<file path="src/rtl/counter_arbiter_pkg.sv">
// Shared types and constants for the counter arbiter.
// Used by the interface, the controller and the interval counter.
package counter_arbiter_pkg;

    localparam int CNT_W   = 10;
    localparam int MAX_REQ = 8;

    typedef enum logic [1:0] {
        IDLE,
        LOAD,
        RUN,
        DONE
    } state_t;

    // Index width for n requesters; a lone requester still needs one bit.
    function automatic int idx_width(input int n);
        return (n > 1) ? $clog2(n) : 1;
    endfunction

endpackage

</file>
<file path="src/rtl/counter_arbiter_if.sv">
// Requester-side bundle of the counter arbiter.
// The master drives requests and the slave returns grant and completion.
interface counter_arbiter_if #(
    parameter int NUM_REQ = 4
);

    logic [NUM_REQ-1:0]                            req;
    logic [NUM_REQ*counter_arbiter_pkg::CNT_W-1:0] req_len;
    logic                                          pause;
    logic [NUM_REQ-1:0]                            grant;
    logic [NUM_REQ-1:0]                            done;
    logic                                          busy;
    logic [counter_arbiter_pkg::CNT_W-1:0]         count_out;

    modport master (
        output req,
        output req_len,
        output pause,
        input  grant,
        input  done,
        input  busy,
        input  count_out
    );

    modport slave (
        input  req,
        input  req_len,
        input  pause,
        output grant,
        output done,
        output busy,
        output count_out
    );

endinterface

</file>
<file path="src/rtl/counter_10bit.sv">
// Interval counter: counts 1..rollover_val after a clear, then wraps to 1.
// rollover_flag is a live compare, so it is high while the terminal value is held.
module counter_10bit
    import counter_arbiter_pkg::*;
(
    input  logic             clk,
    input  logic             n_rst,
    input  logic             clear,
    input  logic             count_enable,
    input  logic [CNT_W-1:0] rollover_val,
    output logic [CNT_W-1:0] count_out,
    output logic             rollover_flag
);

    always_ff @(posedge clk or negedge n_rst) begin
        if (!n_rst) begin
            count_out <= '0;
        end else if (clear) begin
            count_out <= '0;
        end else if (count_enable) begin
            if (count_out == rollover_val) begin
                count_out <= CNT_W'(1);
            end else begin
                count_out <= count_out + CNT_W'(1);
            end
        end
    end

    assign rollover_flag = (count_out == rollover_val);

endmodule

</file>
<file path="src/rtl/counter_arbiter.sv">
// Round-robin time-slot arbiter sharing one interval counter among requesters.
// Grant and done decode only from registered state, never from inputs.
module counter_arbiter
    import counter_arbiter_pkg::*;
#(
    parameter int NUM_REQ = 4
)
(
    input logic               clk,
    input logic               rst,
    counter_arbiter_if.slave  bus
);

    localparam int IDX_W = idx_width(NUM_REQ);

    state_t             state;
    state_t             next_state;
    logic [IDX_W-1:0]   idx;
    logic [IDX_W-1:0]   next_idx;
    logic [IDX_W-1:0]   ptr;
    logic [IDX_W-1:0]   next_ptr;
    logic [IDX_W-1:0]   pick;
    logic [CNT_W-1:0]   len;
    logic [CNT_W-1:0]   next_len;
    logic [CNT_W-1:0]   count_val;
    logic [CNT_W-1:0]   len_arr [NUM_REQ];
    logic [NUM_REQ-1:0] owner_onehot;
    logic               owner_req;
    logic               abort;
    logic               clear;
    logic               count_enable;
    logic               rollover_flag;

    for (genvar i = 0; i < NUM_REQ; i++) begin : g_unpack
        assign len_arr[i] = bus.req_len[i*CNT_W +: CNT_W];
    end

    // First requesting index after p, wrapping, so the last owner goes to the back.
    function automatic logic [IDX_W-1:0] rr_pick(
        input logic [NUM_REQ-1:0] r,
        input logic [IDX_W-1:0]   p
    );
        logic [IDX_W-1:0] pick_i;
        logic [IDX_W-1:0] cand;
        logic             found;
        pick_i = p;
        found  = 1'b0;
        for (int k = 1; k <= NUM_REQ; k++) begin
            cand = IDX_W'((int'(p) + k) % NUM_REQ);
            if (!found && r[cand]) begin
                pick_i = cand;
                found  = 1'b1;
            end
        end
        return pick_i;
    endfunction

    always_ff @(posedge clk) begin
        if (rst) begin
            state <= IDLE;
            idx   <= '0;
            ptr   <= IDX_W'(NUM_REQ - 1);
            len   <= '0;
        end else begin
            state <= next_state;
            idx   <= next_idx;
            ptr   <= next_ptr;
            len   <= next_len;
        end
    end

    assign owner_req = bus.req[idx];
    assign pick      = rr_pick(bus.req, ptr);

    always_comb begin
        next_state   = state;
        next_idx     = idx;
        next_ptr     = ptr;
        next_len     = len;
        count_enable = 1'b0;
        abort        = 1'b0;
        case (state)
            IDLE: begin
                if (|bus.req) begin
                    next_idx   = pick;
                    next_len   = len_arr[pick];
                    next_state = LOAD;
                end
            end
            LOAD: begin
                if (!owner_req) begin
                    abort      = 1'b1;
                    next_ptr   = idx;
                    next_state = IDLE;
                end else if (len == '0) begin
                    next_state = DONE;
                end else begin
                    next_state = RUN;
                end
            end
            RUN: begin
                count_enable = !bus.pause && !rollover_flag;
                // A dropped request wins over a simultaneous rollover: no done pulse.
                if (!owner_req) begin
                    abort      = 1'b1;
                    next_ptr   = idx;
                    next_state = IDLE;
                end else if (rollover_flag) begin
                    next_state = DONE;
                end
            end
            DONE: begin
                next_ptr   = idx;
                next_state = IDLE;
            end
            default: begin
                next_state = IDLE;
            end
        endcase
    end

    assign clear        = rst || (state == LOAD) || abort;
    assign owner_onehot = NUM_REQ'(1) << idx;

    assign bus.grant     = ((state == LOAD) || (state == RUN)) ? owner_onehot : '0;
    assign bus.done      = (state == DONE) ? owner_onehot : '0;
    assign bus.busy      = (state != IDLE);
    assign bus.count_out = count_val;

    counter_10bit u_counter (
        .clk           (clk),
        .n_rst         (1'b1),
        .clear         (clear),
        .count_enable  (count_enable),
        .rollover_val  (len),
        .count_out     (count_val),
        .rollover_flag (rollover_flag)
    );

endmodule
</file>
<file path="src/flat_wrapper.sv">
// flat-port wrapper written by rule: the top's interface ports become plain ports
module counter_arbiter_flat import counter_arbiter_pkg::*;
#(
    parameter int NUM_REQ = 4
)
  (clk, rst, bus_req, bus_req_len, bus_pause, bus_grant, bus_done, bus_busy, bus_count_out);
  counter_arbiter_if #(.NUM_REQ(NUM_REQ)) bus_i ();
  input logic clk;
  input logic rst;
  input wire logic [$bits(bus_i.req)-1:0] bus_req;
  input wire logic [$bits(bus_i.req_len)-1:0] bus_req_len;
  input wire logic [$bits(bus_i.pause)-1:0] bus_pause;
  output wire logic [$bits(bus_i.grant)-1:0] bus_grant;
  output wire logic [$bits(bus_i.done)-1:0] bus_done;
  output wire logic [$bits(bus_i.busy)-1:0] bus_busy;
  output wire logic [$bits(bus_i.count_out)-1:0] bus_count_out;
  assign bus_i.req = bus_req;
  assign bus_i.req_len = bus_req_len;
  assign bus_i.pause = bus_pause;
  assign bus_grant = bus_i.grant;
  assign bus_done = bus_i.done;
  assign bus_busy = bus_i.busy;
  assign bus_count_out = bus_i.count_out;
  counter_arbiter #(.NUM_REQ(NUM_REQ)) u_core (.clk(clk), .rst(rst), .bus(bus_i));
endmodule
</file>
<file path="config.mk">
export PLATFORM = sky130hd
export DESIGN_NAME = counter_arbiter_flat
export DESIGN_NICKNAME = d
export VERILOG_FILES = /design/src/rtl/counter_arbiter_pkg.sv /design/src/rtl/counter_arbiter_if.sv /design/src/rtl/counter_10bit.sv /design/src/rtl/counter_arbiter.sv /design/src/flat_wrapper.sv
export SDC_FILE = /design/constraint.sdc
export NUM_CORES = 1
export LEC_CHECK = 0
export BUFFER_PORTS_ARGS = -buffer_cell sky130_fd_sc_hd__buf_4
export CAP_MARGIN = 20
export CORE_MARGIN = 2
export CORE_UTILIZATION = 50
export CTS_BUF_LIST = sky130_fd_sc_hd__clkbuf_4 sky130_fd_sc_hd__clkbuf_8
export CTS_CLUSTER_SIZE = 25
export DETAILED_ROUTE_END_ITERATION = 10
export GPL_TIMING_DRIVEN = 0
export PLACE_DENSITY = 0.92
export SYNTH_ARGS = -nofsm -noshare
export SYNTH_HDL_FRONTEND = slang
export SYNTH_HIERARCHICAL = 1
export SYNTH_SLANG_ARGS = --single-unit
</file>
<file path="constraint.sdc">
create_clock -name clk -period 2.4 [get_ports clk]
set_clock_uncertainty 0.15 [all_clocks]
set_input_delay 0.36 -clock clk [delete_from_list [all_inputs] [get_ports clk]]
set_output_delay 0.36 -clock clk [all_outputs]
set_load 0.01 [all_outputs]
</file>
==> flow_summary.yaml <==
sta:
  drv_slew: 0
  finalHoldViolCount: 0
  hold_slack_ps: 239
  finalCriticalPeriod_ps: 2270
  tightest_slew_ps: 561
  fmax_mhz: 441
  rsz0062_at_grt: "true"
  setup_viol: 0
  fin_crit_sh_pct: 94.4
  max_slew_margin_pct: 62.3
floorplan:
  top_level_ports: 66
  coreArea_sq_um: 3660
  die_y_um: 65.7
  start_util_pct: 51.9
  fp.dieW_um: 65.7
  rows: 22
  die-area_sq_um: 4310
status:
  status: "finished clean"
placed_design:
  portBuffers: 64
  globalplace.congestion: 0.951
  post_dp_cell_area_sq_um: 2470
  dp_hpwl_um: 3730
drt:
  route.detailed.drc: 0
  via_per_inst: 5.67
  vias: 1866
  dr.pass1.iters: 4
  postRouteAntennaNets: 0
  first_iter_violations: 137
  routed_wl_um: 4810
  wl_per_cell_um: 14.6
worst_setup_path:
  crit_arrival_ps: 2300
  cp-start-kind: "flop"
  end_kind: "flop"
  cp.required_ps: 2430
  reg2reg_slack_ps: 130
  critical_path_class: "flop to flop"
  path_max_fanout: 7
global_routing:
  antenna_found_initial: 0
  grt_pass1_wl_um: 7760
  grt_max_degree: 15
  grt_pass1_vias: 1671
  overflow: 0
  grt_util_all_layers_pct: 23.2
clocking:
  cts-root-buf: "clkbuf_8"
  cts_tree: "built"
  numClockSinks: 26
  cts_htree_levels: 1
  insertion_delay_ps: 270
  clk_pin_slew_ps: 90
  cts.path.max_buffers: 2
  cts_buffers: 3
cells_and_area:
  antenna_cells: 0
  final_util_pct: 69.9
  multi_input_area_sq_um: 1280
  layout_common_cells: "buf_4, nand2_1, mux2i_1, nor2_1, dfxtp_1"
  design_area_sq_um: 2560
  fillers: 283
  syn2layout_area_growth_pct: 34.6
  mostFrequentLayoutCell: "buf_4"
  drive_above_1_share_pct: 35.9
  finalNetCount: 334
  ff_latch_area_sq_um: 572
yosys:
  synth.yosys.seq_area_share_pct: 30.0
  synth_top_flop_cell: "dfxtp_1"
  synthArstFlopShare_pct: 38.5
  syn_area_sq_um: 1900
  syn_area_per_cell_sq_um: 9.41
  synthCells: 202
  yosysWarnings: 6
  synth-edff-count: 0
  yosys.cell_types.count: 48
  ys_ff_latch: 26
pwr:
  p_leak_nw: 1.16
  powerDensity_nw_per_um2: 546
  fin_total_pwr_mw: 1.40
  ir_worst_vdd_v: 0.000293
worst_hold_path:
  hold_path_class: "primary input to flop"
flow_run:
  cap_violations: 0
-- area by class of cell --
type                    instances  area share (%)
clock buffers                   4            1.91
plain buffers                  10            2.74
well taps                      48            2.35
flip-flops and latches         26            22.3
repair buffers                 66            19.4
multi-input cells             166            50.0
inverters                       9            1.32
-- cells by family after synthesis --
family                     after synthesis  share of synthesized area (%)
muxes                                   26                           14.5
and+or+nand+nor                         70                           18.8
adders and majority gates                5                           3.29
buffers and inverters                   19                           5.40
AOI/OAI and AO/OA                       40                           20.5
xor gates and xnor gates                15                           7.31
other                                    1                          0.197
DFF                                     26                           30.0
-- stage by stage --
| step | instances | setup TNS [ps] | setup slack [ps] |
|---|---|---|---|
| final | 329 | 0 | 134 |
| after global routing | 329 | -35.4 | -35.4 |
| after CTS | 328 | 0 | 13.6 |
| after detailed placement | 323 | -1610 | -256 |
| after global placement | 323 | -1310 | -232 |
| after floorplan | 211 | 0 | 124 |
-- worst paths after layout --
check                                                                from                                   endpoint  depth (start not counted)
worst max-delay path            u_core/u_counter/count_out[4]$_DFFE_PN0P_  u_core/u_counter/count_out[6]$_DFFE_PN0P_                          8
worst min-delay path                                      bus_req_len[19]                 u_core/len[9]$_SDFFE_PP0P_                          3
worst max register to register  u_core/u_counter/count_out[4]$_DFFE_PN0P_  u_core/u_counter/count_out[6]$_DFFE_PN0P_                          8
worst min register to register                 u_core/len[9]$_SDFFE_PP0P_                 u_core/len[9]$_SDFFE_PP0P_                          2
-- repair_timing --
action,in CTS,in global routing
gates resized for setup,3,3
buffers inserted,1,1
setup endpoints to repair,10,8
hold buffers,0,0
pin swaps,1,1
endpoints found under the hold margin,0,0
-- cell usage after synthesis, types with 2 or more instances --
cell type,n,area share (%)
a211o_1,2,0.92
a211oi_1,6,2.4
a21oi_1,5,1.3
and3_1,4,1.3
buf_6,4,2.4
clkbuf_1,5,0.99
dfrtp_1,10,13
dfxtp_1,16,17
ha_1,5,3.3
inv_1,9,1.8
mux2_2,2,1.2
mux2i_1,23,12
nand2_1,23,4.5
nand2b_1,3,0.99
nand4_1,4,1.3
nor2_1,17,3.4
nor3_1,4,1.1
nor3b_1,3,1.2
nor4_1,5,1.6
o21ai_0,3,0.79
o221ai_2,10,7.9
xnor2_1,11,5.1
xor2_1,3,1.4
-- critical path, cell delays in order, from the launching register on --
cell and delay, ps:
dfrtp_1 480, xnor2_1 220, nand4_2 230, nor3_4 270
nor3b_4 110, o2111ai_2 250, nor2_1 100, xnor2_1 130
a211oi_1 230
-- flip-flops by register name (all words and copies together), names as in the netlist --
| signal | cells |
|---|---|
| u_core/len | 10 |
| u_core/u_counter/count_out | 10 |
| u_core/idx | 2 |
| u_core/ptr | 2 |
| u_core/state | 2 |
-- routing by layer --
| metal | part of all wire (%) | up-vias | track usage, % |
|---|---|---|---|
| li1 | - | 893 | - |
| met1 | 40 | 887 | 29.1 |
| met2 | 52 | 75 | 40.3 |
| met3 | 5.8 | 11 | 2.74 |
| met4 | 2.2 | 0 | 8.85 |
| met5 | 0 | - | 0 |
-- power breakdown --
group          leakage [nW]  internal (mW)  switching (mW)
clock                0.0262          0.130           0.140
combinational         0.865          0.277           0.312
sequential            0.271          0.486          0.0527
No activity file was read; power rests on OpenSTA's default activity.
